===== config.mk =====
export PLATFORM = sky130hd
export DESIGN_NAME = intr_ctl
export DESIGN_NICKNAME = d
export VERILOG_FILES = /design/src/rtl/intr_ctl.sv
export SDC_FILE = /design/constraint.sdc
export NUM_CORES = 1
export LEC_CHECK = 0
export BUFFER_PORTS_ARGS = -buffer_cell sky130_fd_sc_hd__clkbuf_2
export CORE_MARGIN = 1.5
export CORE_UTILIZATION = 30
export CTS_CLUSTER_DIAMETER = 40
export CTS_CLUSTER_SIZE = 14
export DETAILED_ROUTE_END_ITERATION = 10
export SYNTH_ARGS = -nofsm -noshare
export SYNTH_HDL_FRONTEND = slang
export SYNTH_SLANG_ARGS = --single-unit

===== constraint.sdc =====
create_clock -name clk -period 1.95 [get_ports clk]
set_clock_uncertainty 0.05 [all_clocks]
set_input_delay 0.195 -clock clk [delete_from_list [all_inputs] [get_ports clk]]
set_output_delay 0.195 -clock clk [all_outputs]
set_load 0.005 [all_outputs]

===== src/rtl/intr_ctl.sv =====
// Interrupt/exception sequencer: edge-latched requests, software mask, fixed-priority
// arbitration against the decoder exception flag, one-cycle take strobe and EPC/cause capture.
module intr_ctl #(
    parameter int unsigned NUM_IRQ     = 8,
    parameter logic [31:0] VECTOR_BASE = 32'h0000_0180,
    localparam int unsigned IdW        = $clog2(NUM_IRQ)
) (
    input  logic               clk,
    input  logic               reset,
    input  logic [NUM_IRQ-1:0] irq_in,
    input  logic               exc,
    input  logic [31:0]        pc,
    input  logic               instr_valid,
    input  logic               eret,
    input  logic               mask_we,
    input  logic [NUM_IRQ-1:0] mask_wdata,
    output logic               irq,
    output logic [31:0]        vector,
    output logic [31:0]        epc,
    output logic [4:0]         cause,
    output logic [IdW-1:0]     irq_id,
    output logic               in_service,
    output logic               double_fault,
    output logic [NUM_IRQ-1:0] pending,
    output logic [NUM_IRQ-1:0] mask
);

    localparam logic [1:0] StIdle    = 2'd0;
    localparam logic [1:0] StTake    = 2'd1;
    localparam logic [1:0] StService = 2'd2;

    localparam logic [4:0] CauseInt = 5'd0;
    localparam logic [4:0] CauseRi  = 5'd10;

    logic [1:0]         state_q, state_d;
    logic [NUM_IRQ-1:0] irq_in_q;
    logic [NUM_IRQ-1:0] pending_q, pending_d;
    logic [NUM_IRQ-1:0] mask_q, mask_d;
    logic               irq_q, irq_d;
    logic [31:0]        epc_q, epc_d;
    logic [4:0]         cause_q, cause_d;
    logic [IdW-1:0]     irq_id_q, irq_id_d;
    logic               in_service_q, in_service_d;
    logic               double_fault_q, double_fault_d;

    logic [NUM_IRQ-1:0] rise, req, clr;
    logic [IdW-1:0]     low_idx;

    assign rise = irq_in & ~irq_in_q;
    assign req  = pending_q & mask_q;

    // Scan downwards so the lowest set index is the last one written.
    always_comb begin
        low_idx = '0;
        for (int i = NUM_IRQ - 1; i >= 0; i--) begin
            if (req[i]) low_idx = IdW'(i);
        end
    end

    always_comb begin
        state_d        = state_q;
        irq_d          = 1'b0;
        epc_d          = epc_q;
        cause_d        = cause_q;
        irq_id_d       = irq_id_q;
        in_service_d   = in_service_q;
        double_fault_d = double_fault_q;
        clr            = '0;
        case (state_q)
            StIdle: begin
                if (instr_valid) begin
                    if (exc) begin
                        state_d = StTake;
                        irq_d   = 1'b1;
                        cause_d = CauseRi;
                        epc_d   = pc;
                    end else if (|req) begin
                        state_d  = StTake;
                        irq_d    = 1'b1;
                        cause_d  = CauseInt;
                        epc_d    = pc;
                        irq_id_d = low_idx;
                        clr      = NUM_IRQ'(1) << low_idx;
                    end
                end
            end
            StTake: begin
                state_d      = StService;
                in_service_d = 1'b1;
            end
            StService: begin
                if (instr_valid && eret) begin
                    state_d      = StIdle;
                    in_service_d = 1'b0;
                end else if (instr_valid && exc) begin
                    double_fault_d = 1'b1;
                end
            end
            default: state_d = StIdle;
        endcase
        // A new rise beats a same-cycle clear.
        pending_d = (pending_q & ~clr) | rise;
        mask_d    = mask_we ? mask_wdata : mask_q;
    end

    always_ff @(posedge clk) begin
        if (reset) begin
            state_q        <= StIdle;
            irq_in_q       <= '0;
            pending_q      <= '0;
            mask_q         <= '0;
            irq_q          <= 1'b0;
            epc_q          <= '0;
            cause_q        <= '0;
            irq_id_q       <= '0;
            in_service_q   <= 1'b0;
            double_fault_q <= 1'b0;
        end else begin
            state_q        <= state_d;
            irq_in_q       <= irq_in;
            pending_q      <= pending_d;
            mask_q         <= mask_d;
            irq_q          <= irq_d;
            epc_q          <= epc_d;
            cause_q        <= cause_d;
            irq_id_q       <= irq_id_d;
            in_service_q   <= in_service_d;
            double_fault_q <= double_fault_d;
        end
    end

    assign irq          = irq_q;
    assign vector       = (state_q == StTake) ? VECTOR_BASE : 32'h0;
    assign epc          = epc_q;
    assign cause        = cause_q;
    assign irq_id       = irq_id_q;
    assign in_service   = in_service_q;
    assign double_fault = double_fault_q;
    assign pending      = pending_q;
    assign mask         = mask_q;

endmodule


==> run_results.csv, run 1 <==
group,metric,value,unit
run_status,outcome,"finished, final reports clean",
cells_and_area,final_layout_size_suffix_gt1_frac,0.265,
timing,fin_crit,1.71,ns
drt,vias,3573,
drt,wire_per_inst,15.2,um
cells_and_area,final_nets,585,
cells_and_area,layout_common_cells,"clkbuf_2 (110), nand2_1 (74), dfxtp_1 (65)",
die,fp.dieW,112,um
timing,drv_slew,0,
drt,first_pass_iters,4,
setup_path,critPathKind,"reg2reg",
die,die-area,12500,um^2
die,core,11500,um^2
setup_path,crit_path_max_incr_delay,0.54,ns
cts,cts_resized,0,
timing,setup_tns,0,ns
grt,grt_pass1_vias,3370,
cells_and_area,n_fill_cell,1207,
pwr,p_leak,1.81,nW
grt,track_usage,0.164,
timing,tightestPinTransition,0.532,ns
drt,vias_per_cell,5.26,
synth,synth_seq_cells,65,
cts,cts_tree,"built",
timing,rsz0062_at_grt,"false",
timing,slew_headroom,0.645,
cts,cts_sinks,65,
cts,cts_hold_buf,0,
die,start_util,0.310,
grt,grt_start_max_net_pins,67,
setup_path,startpoint_type,"flop",
pwr,vdd_drop_max,0.465,mV
synth,synth_edf_count,0,
synth,syn_inst,447,
placed_design,io_buffers,111,
pwr,power,3.89,mW
cells_and_area,syn_to_final_growth,22.1,%
synth,postSynth.asyncResetShare,0,
synth,ys_warn_count,0,
setup_path,path_cells,"or3b_2, buf_12, a31oi_1, o311ai_0",
cts,clk_latency,0.33,ns
cells_and_area,layout_commonest_cell,"clkbuf_2",
synth,avgSynthCellArea,7.95,um^2
die,rows,39,
grt,grt_pass1_wl,16700,um
placed_design,dp_hpwl,6750,um
grt,globalRoute.totalOverflow,0,
timing,max_freq,583,MHz
placed_design,gp_congestion,0.768,
timing,hold_violations,0,
cts,h-tree-depth,3,
synth,yosysSeqAreaShare,0.366,
drt,dr.first_iter.drc_count,352,
cts,post_cts_buffers,0,
setup_path,cp_max_fo,66,
synth,ys_types,37,
synth,synth_area,3550,um^2
min_path,hold_class,"in2reg",
timing,setup_viol,0,
setup_path,crit_arrival,1.84,ns
die,ios,145,
flow_run,max-cap-violations,0,
die,die_h,112,um
drt,routed_wl,10300,um
cts,path_clk_slew,0.05,ns
setup_path,crit_slowest_cell,"or3b_2",
cts,numCtsBuffers,9,
setup_path,cp.required,2.08,ns
grt,antenna_found_initial,0,
pwr,powerDensity,897,nW/um^2
cts,clockBufferDepth,2,
drt,drc,0,
drt,antenna_left,0,
timing,fin_crit_sh,0.879,
synth,synth-main-ff-cell,"dfxtp_1",
setup_path,worstSetupEndpointType,"flop",
cts,cts_root_buf,"clkbuf_16",
cells_and_area,n_antenna_cell,0,
path summary, 6_finish.rpt:
check | start | cells after the start | to | slack [ns]
setup / recovery | state_q[1] | 4 | epc[7] | 0.24
hold / removal | irq_in[0] | 2 | irq_in_q[0] | 0.04
setup reg to reg | state_q[1] | 4 | epc[7] | 0.24
hold reg to reg | double_fault | 2 | double_fault | 0.42
where the power goes:
part           internal, mW  total, mW  switching, mW
Combinational         0.290      0.720          0.429
Clock                  1.02       1.60          0.577
Sequential             1.46       1.57          0.114
critical path: cells and delay by family, from the launching register on:
| kind | cells | cell delay, ns |
|---|---|---|
| buf+inv | 1 | 0.23 |
| flops | 1 | 0.39 |
| compound gates | 2 | 0.33 |
| simple gates | 1 | 0.54 |
final cells by class:
class / instances / area (um^2) / area share
clock buffer: 13 / 250 / 0.0577
multi-input combinational: 331 / 1880 / 0.434
tap: 143 / 179 / 0.0413
timing repair buffer: 122 / 676 / 0.156
clock inverter: 3 / 40.0 / 0.00924
sequential: 65 / 1300 / 0.300
inverter: 2 / 7.51 / 0.00173
cell usage after synthesis, drive strengths merged, types with 2 or more instances:
library cell,number,area share
nand4,34,0.060
nor2,17,0.018
nor3,34,0.048
o311ai,32,0.079
a31oi,32,0.056
nor2b,18,0.032
mux2i,8,0.023
nand2,74,0.078
a22o,3,0.0074
a21oi,14,0.020
clkbuf,28,0.030
nor4b,2,0.0092
a22oi,4,0.011
a211oi,6,0.013
clkinv,2,0.0021
buf,53,0.11
o21ai,7,0.0099
nor4,2,0.0035
dfxtp,65,0.37
per-layer routing:
layer	track usage	wire length (um)	vias up	share of wire
li1	-	-	1759	-
met2	0.267	4860	134	0.47
met3	0.0566	916	10	0.089
met5	0	0	-	0
met1	0.205	4470	1670	0.43
met4	0.0489	109	0	0.011
sequential cells by signal (all words and copies together), names as in the netlist:
| name | count |
|---|---|
| cause | 1 |
| double_fault | 1 |
| epc | 32 |
| in_service | 1 |
| irq | 1 |
| irq_id | 3 |
| irq_in_q | 8 |
| mask | 8 |
| pending | 8 |
| state_q | 2 |
metrics by stage:
step                      cell area, um^2  hold WS [ns]  setup WS (ns)  utilization  instances
after CTS                            4340        0.0246          0.233        0.378        679
final                                4340        0.0380          0.236        0.378        679
after floorplan                      3670         0.273          0.366            -        479
after global placement               4050         0.369          0.301        0.353        663
after global routing                 4340        0.0459          0.108        0.378        679
after detailed placement             4050         0.372          0.241        0.353        663
logic make-up (layout without fill, tap and decap cells):
| logic type | after synthesis | after routing | synth area share |
|---|---|---|---|
| compound gates | 103 | 103 | 0.209 |
| buf+inv | 83 | 140 | 0.139 |
| flops | 65 | 65 | 0.366 |
| mux | 8 | 8 | 0.0225 |
| other cells | 1 | 33 | 0.00106 |
| simple gates | 187 | 187 | 0.262 |
Note: power is estimated with default switching activity, not from simulation.
==> run 2: changes to the inputs <==
==> constraint.sdc (replaced) <==
create_clock -name clk -period 2.1 [get_ports clk]
set_clock_uncertainty 0.05 [all_clocks]
set_input_delay 0.21 -clock clk [delete_from_list [all_inputs] [get_ports clk]]
set_output_delay 0.21 -clock clk [all_outputs]
set_load 0.005 [all_outputs]
==> run 2 against run 1 <==
Wire length decreased by 0.58%; worst setup slack improved by 0.11 ns; combinational power decreased by 7.5%; critical path depth increased by 1; sequential share of layout area increased by 0.069 points; flip-flop and latch count unchanged; count of clock-buffer cells in the layout unchanged; critical endpoint is now irq_id[0].
==> run_results.csv, run 2 (synthesis gave the netlist of run 1 again) <==
group,metric,value,unit
grt,track_usage,0.162,
setup_path,timing.critical_path.buf_inv,1,
pwr,pwr-share-comb,0.189,
setup_path,crit_slowest_cell,"buf_4",
setup_path,crit_family,"compound AO/OA/AOI/OAI gates",
die,die-area,12500,um^2
setup_path,cp_max_fo,65,
setup_path,worstSetupEndpointType,"flop",
cells_and_area,final_layout_size_suffix_gt1_frac,0.272,
cells_and_area,fin_util,0.377,
cells_and_area,n_antenna_cell,0,
timing,fin_crit_sh,0.833,
pwr,p_int,2.48,mW
setup_path,crit_path_max_incr_delay,0.53,ns
timing,hold_violations,0,
setup_path,cp-startpoint,"mask[5]",
pwr,vdd_drop_max,0.511,mV
setup_path,r2r_cells,5,
drt,vias_per_cell,5.30,
cts,path_clk_slew,0.05,ns
cells_and_area,final_nets,589,
die,core,11500,um^2
die,start_util,0.310,
grt,globalRoute.totalOverflow,0,
timing,setup_tns,0,ns
setup_path,path_cells,"a22oi_1, nand4_1, buf_4, a21oi_1, a211oi_1",
cts,post_cts_buffers,0,
drt,routed_wl,10300,um
min_path,hold_class,"in2reg",
die,fp.dieW,112,um
timing,drv_slew,0,
cells_and_area,layout_commonest_cell,"clkbuf_2",
timing,setup_viol,0,
setup_path,critPathKind,"reg2reg",
setup_path,worst-path-stages,5,
setup_path,r2r_slack,0.35,ns
drt,vias,3623,
placed_design,dp.cells,667,
run_status,outcome,"finished, final reports clean",
drt,drc,0,
pwr,powerDensity,814,nW/um^2
cts,cts_root_buf,"clkbuf_16",
cts,clockBufferDepth,2,
timing,rsz0062_at_grt,"false",
cells_and_area,fin_cells,683,
die,ios,145,
cells_and_area,syn_to_final_growth,21.8,%
pwr,p_seq_frac,0.414,
die,rows,39,
timing,max_freq,572,MHz
setup_path,timing.rr.start,"mask[5]",
cts,numCtsBuffers,9,
cts,cts_tree,"built",
drt,dr.first_iter.drc_count,382,
cts,clk_latency,0.33,ns
drt,antenna_left,0,
drt,wire_per_inst,15.1,um
pwr,pwr-share-clk,0.397,
grt,grt_pass1_vias,3186,
setup_path,crit_arrival,1.95,ns
setup_path,cp.required,2.30,ns
setup_path,crit-reg2reg-capture,"irq_id[0]",
placed_design,io_buffers,111,
cts,cts_sinks,65,
grt,grt_pass1_wl,16300,um
pwr,swShare,0.296,
timing,slew_headroom,0.571,
cts,cts_hold_buf,0,
cells_and_area,layout_common_cells,"clkbuf_2 (110), nand2_1 (74), dfxtp_1 (65)",
pwr,p_leak,1.82,nW
setup_path,endpoint,"irq_id[0]",
placed_design,dp_hpwl,7030,um
die,die_h,112,um
grt,antenna_found_initial,0,
timing,hold_slack,0.0497,ns
timing,fin_crit,1.75,ns
cells_and_area,largest_register_ffs,32,
timing,tightestPinTransition,0.644,ns
pwr,p_sw,1.04,mW
cts,h-tree-depth,3,
cts,cts_resized,0,
grt,grt_start_max_net_pins,66,
drt,first_pass_iters,5,
placed_design,gp_congestion,0.756,
flow_run,max-cap-violations,0,
setup_path,startpoint_type,"flop",
## run 2: cell types whose count changed in the layout (fill, tap and decap cells not counted), sizes merged
cell / change
clkinv: +1
bufinv: -1
buf: +4
## run 2: layer usage
layer / share of wire / wire (um) / up-vias / global-route usage
met2: 0.47 / 4870 / 165 / 0.253
met1: 0.43 / 4450 / 1676 / 0.207
met5: 0 / 0 / - / 0
li1: - / - / 1767 / -
met4: 0.017 / 178 / 0 / 0.0624
met3: 0.076 / 785 / 15 / 0.0523
## run 2: area by class of cell
type	count	area, um^2
Sequential cell	65	1300
Clock inverter	3	15.0
Clock buffer	13	260
Inverter	2	7.51
Tap cell	143	179
Multi-Input combinational cell	331	1880
Timing Repair Buffer	126	681
Fill cell	1168	7140
## run 2: how the worst min path moves through the flow
stage	from	end	slack [ns]	cells after the start
after CTS	irq_in[2]	irq_in_q[2]	0.04	2
after detailed placement	irq_in[2]	irq_in_q[2]	0.39	2
final	irq_in[2]	irq_in_q[2]	0.05	2
after floorplan	irq_in[0]	irq_in_q[0]	0.29	1
after global placement	irq_in[2]	irq_in_q[2]	0.39	2
after global routing	irq_in[1]	irq_in_q[1]	0.05	2
## run 2: through the flow
step                      total power, mW  instance area (um^2)  worst slack [ns]
after floorplan                      1.92                  3670             0.516
after global placement               2.13                  4050             0.342
after detailed placement             2.15                  4050             0.321
after CTS                            3.57                  4330             0.328
after global routing                 3.71                  4330             0.182
final                                3.52                  4330             0.350
## run 2: power by group through the flow
stage | sequential (mW) | combinational, mW | clock (mW)
floorplan | 1.47 | 0.453 | 0
finish | 1.46 | 0.666 | 1.40
CTS | 1.46 | 0.670 | 1.44
global placement | 1.48 | 0.653 | 0
global route | 1.47 | 0.740 | 1.50
detailed placement | 1.48 | 0.669 | 0
==> run 3: changes to the inputs <==
==> constraint.sdc (replaced) <==
create_clock -name clk -period 1.7 [get_ports clk]
set_clock_uncertainty 0.05 [all_clocks]
set_input_delay 0.17 -clock clk [delete_from_list [all_inputs] [get_ports clk]]
set_output_delay 0.17 -clock clk [all_outputs]
set_load 0.005 [all_outputs]
==> run 3 against run 2 <==
Combinational power increased by 35%; power is 22% higher; via count rose by 2.1%; register-to-register slack worse by 0.22 ns; first-iteration DRC count increased by 7.1%; utilization is 1.2 points higher; wire length hardly changed; sequential share of layout area down 0.94 points; critical path type unchanged; critical endpoint is now epc[7]; largest power group unchanged.
==> run_results.csv, run 3 (synthesis gave the netlist of run 1 again) <==
group,metric,value,unit
die,fp.dieW,112,um
die,start_util,0.310,
placed_design,io_buffers,111,
drt,routed_wl,10300,um
drt,drc,0,
cts,clockBufferDepth,2,
setup_path,cp.required,1.86,ns
die,core,11500,um^2
setup_path,crit_path_max_incr_delay,0.35,ns
cts,cts_resized,1,
grt,grt_pass1_wl,16500,um
timing,drv_slew,0,
grt,grt_pass1_vias,3362,
cells_and_area,n_antenna_cell,0,
pwr,p_seq_frac,0.417,
pwr,swShare,0.290,
timing,hold_violations,0,
placed_design,dp_hpwl,7000,um
cts,path_clk_slew,0.05,ns
cells_and_area,final_nets,599,
cells_and_area,final_layout_size_suffix_gt1_frac,0.285,
timing,max_freq,638,MHz
pwr,p_int,3.05,mW
setup_path,worstSetupEndpointType,"flop",
run_status,outcome,"finished, final reports clean",
setup_path,critPathKind,"reg2reg",
cts,cts_tree,"built",
cts,post_cts_buffers,0,
setup_path,cp_max_fo,65,
cts,cts_root_buf,"clkbuf_16",
pwr,p_sw,1.24,mW
timing,setup_viol,0,
pwr,pwr-share-clk,0.374,
grt,antenna_found_initial,0,
cts,cts_hold_buf,0,
timing,fin_crit_sh,0.922,
pwr,powerDensity,963,nW/um^2
cells_and_area,largest_register_ffs,32,
placed_design,dpl_worst_slack,0.0538,ns
cts,cts_sinks,65,
pwr,power,4.30,mW
drt,first_pass_iters,6,
min_path,hold_class,"in2reg",
timing,setup_slack,0.133,ns
setup_path,crit_slowest_cell,"dfxtp_1",
die,rows,39,
cells_and_area,layout_commonest_cell,"clkbuf_2",
cells_and_area,n_fill_cell,1173,
drt,wire_per_inst,14.9,um
cells_and_area,syn_to_final_growth,25.7,%
setup_path,path_cells,"a22oi_2, nand4_1, buf_12, o311ai_0",
die,die-area,12500,um^2
setup_path,crit_arrival,1.73,ns
drt,antenna_left,0,
cts,numCtsBuffers,9,
pwr,pwr-share-comb,0.209,
setup_path,startpoint_type,"flop",
grt,grt_start_max_net_pins,69,
timing,fin_crit,1.57,ns
cts,h-tree-depth,3,
drt,vias,3698,
flow_run,max-cap-violations,0,
cts,clk_latency,0.32,ns
drt,dr.first_iter.drc_count,409,
die,ios,145,
placed_design,gp_congestion,0.806,
timing,rsz0062_at_grt,"false",
drt,vias_per_cell,5.36,
grt,globalRoute.totalOverflow,0,
pwr,p_leak,1.89,nW
grt,track_usage,0.163,
die,die_h,112,um
cells_and_area,layout_common_cells,"clkbuf_2 (110), nand2_1 (74), dfxtp_1 (65)",
timing,setup_tns,0,ns
pwr,vdd_drop_max,0.522,mV
-- run 3: cell types whose count changed in the layout (fill, tap and decap cells not counted), sizes merged --
cell    before  now
clkinv       4    2
clkbuf     123  122
buf         16   26
-- run 3: final cells by class --
| class | instances | area (um^2) | area share |
|---|---|---|---|
| Inverter | 2 | 7.51 | 0.00168 |
| Clock buffer | 12 | 246 | 0.0552 |
| Timing Repair Buffer | 136 | 831 | 0.186 |
| Tap cell | 143 | 179 | 0.0401 |
| Multi-Input combinational cell | 331 | 1890 | 0.424 |
| Sequential cell | 65 | 1300 | 0.291 |
| Clock inverter | 1 | 5.00 | 0.00112 |
-- run 3: path summary, 6_finish.rpt --
check | slack [ns] | end | start | depth (start not counted)
worst max-delay path | 0.13 | epc[7] | mask[2] | 4
worst min-delay path | 0.02 | irq_in_q[0] | irq_in[0] | 2
worst max register to register | 0.13 | epc[7] | mask[2] | 4
worst min register to register | 0.42 | double_fault | double_fault | 2
-- run 3: power groups by stage --
stage / sequential (mW) / combinational, mW / clock, mW
after CTS: 1.79 / 0.899 / 1.68
after floorplan: 1.81 / 0.560 / 0
after detailed placement: 1.82 / 0.896 / 0
after global placement: 1.81 / 0.873 / 0
final: 1.79 / 0.897 / 1.61
after global routing: 1.81 / 0.993 / 1.74
-- run 3: per-stage QoR --
| step | cells | utilization | area (um^2) | hold WS [ns] |
|---|---|---|---|---|
| 2_1_floorplan | 479 | - | 3670 | 0.248 |
| 3_3_place_gp | 677 | 0.366 | 4200 | 0.347 |
| 3_5_place_dp | 677 | 0.366 | 4200 | 0.349 |
| 4_1_cts | 690 | 0.389 | 4460 | 0.00901 |
| 5_1_grt | 690 | 0.389 | 4460 | 0.0244 |
| 6_report | 690 | 0.389 | 4460 | 0.0214 |
-- run 3: routing by layer --
layer | track usage | vias up | routed length [um]
met5 | 0 | - | 0
met4 | 0.0582 | 0 | 179
met3 | 0.0512 | 19 | 828
met2 | 0.266 | 168 | 4830
met1 | 0.203 | 1728 | 4450
li1 | - | 1783 | -
-- run 3: critical path, delay by kind of cell (launching register included) --
family                 cells  cell delay [ns]
AO/OA/AOI/OAI              2             0.59
buffers and inverters      1             0.25
AND/OR/NAND/NOR            1             0.20
flip-flops                 1             0.35
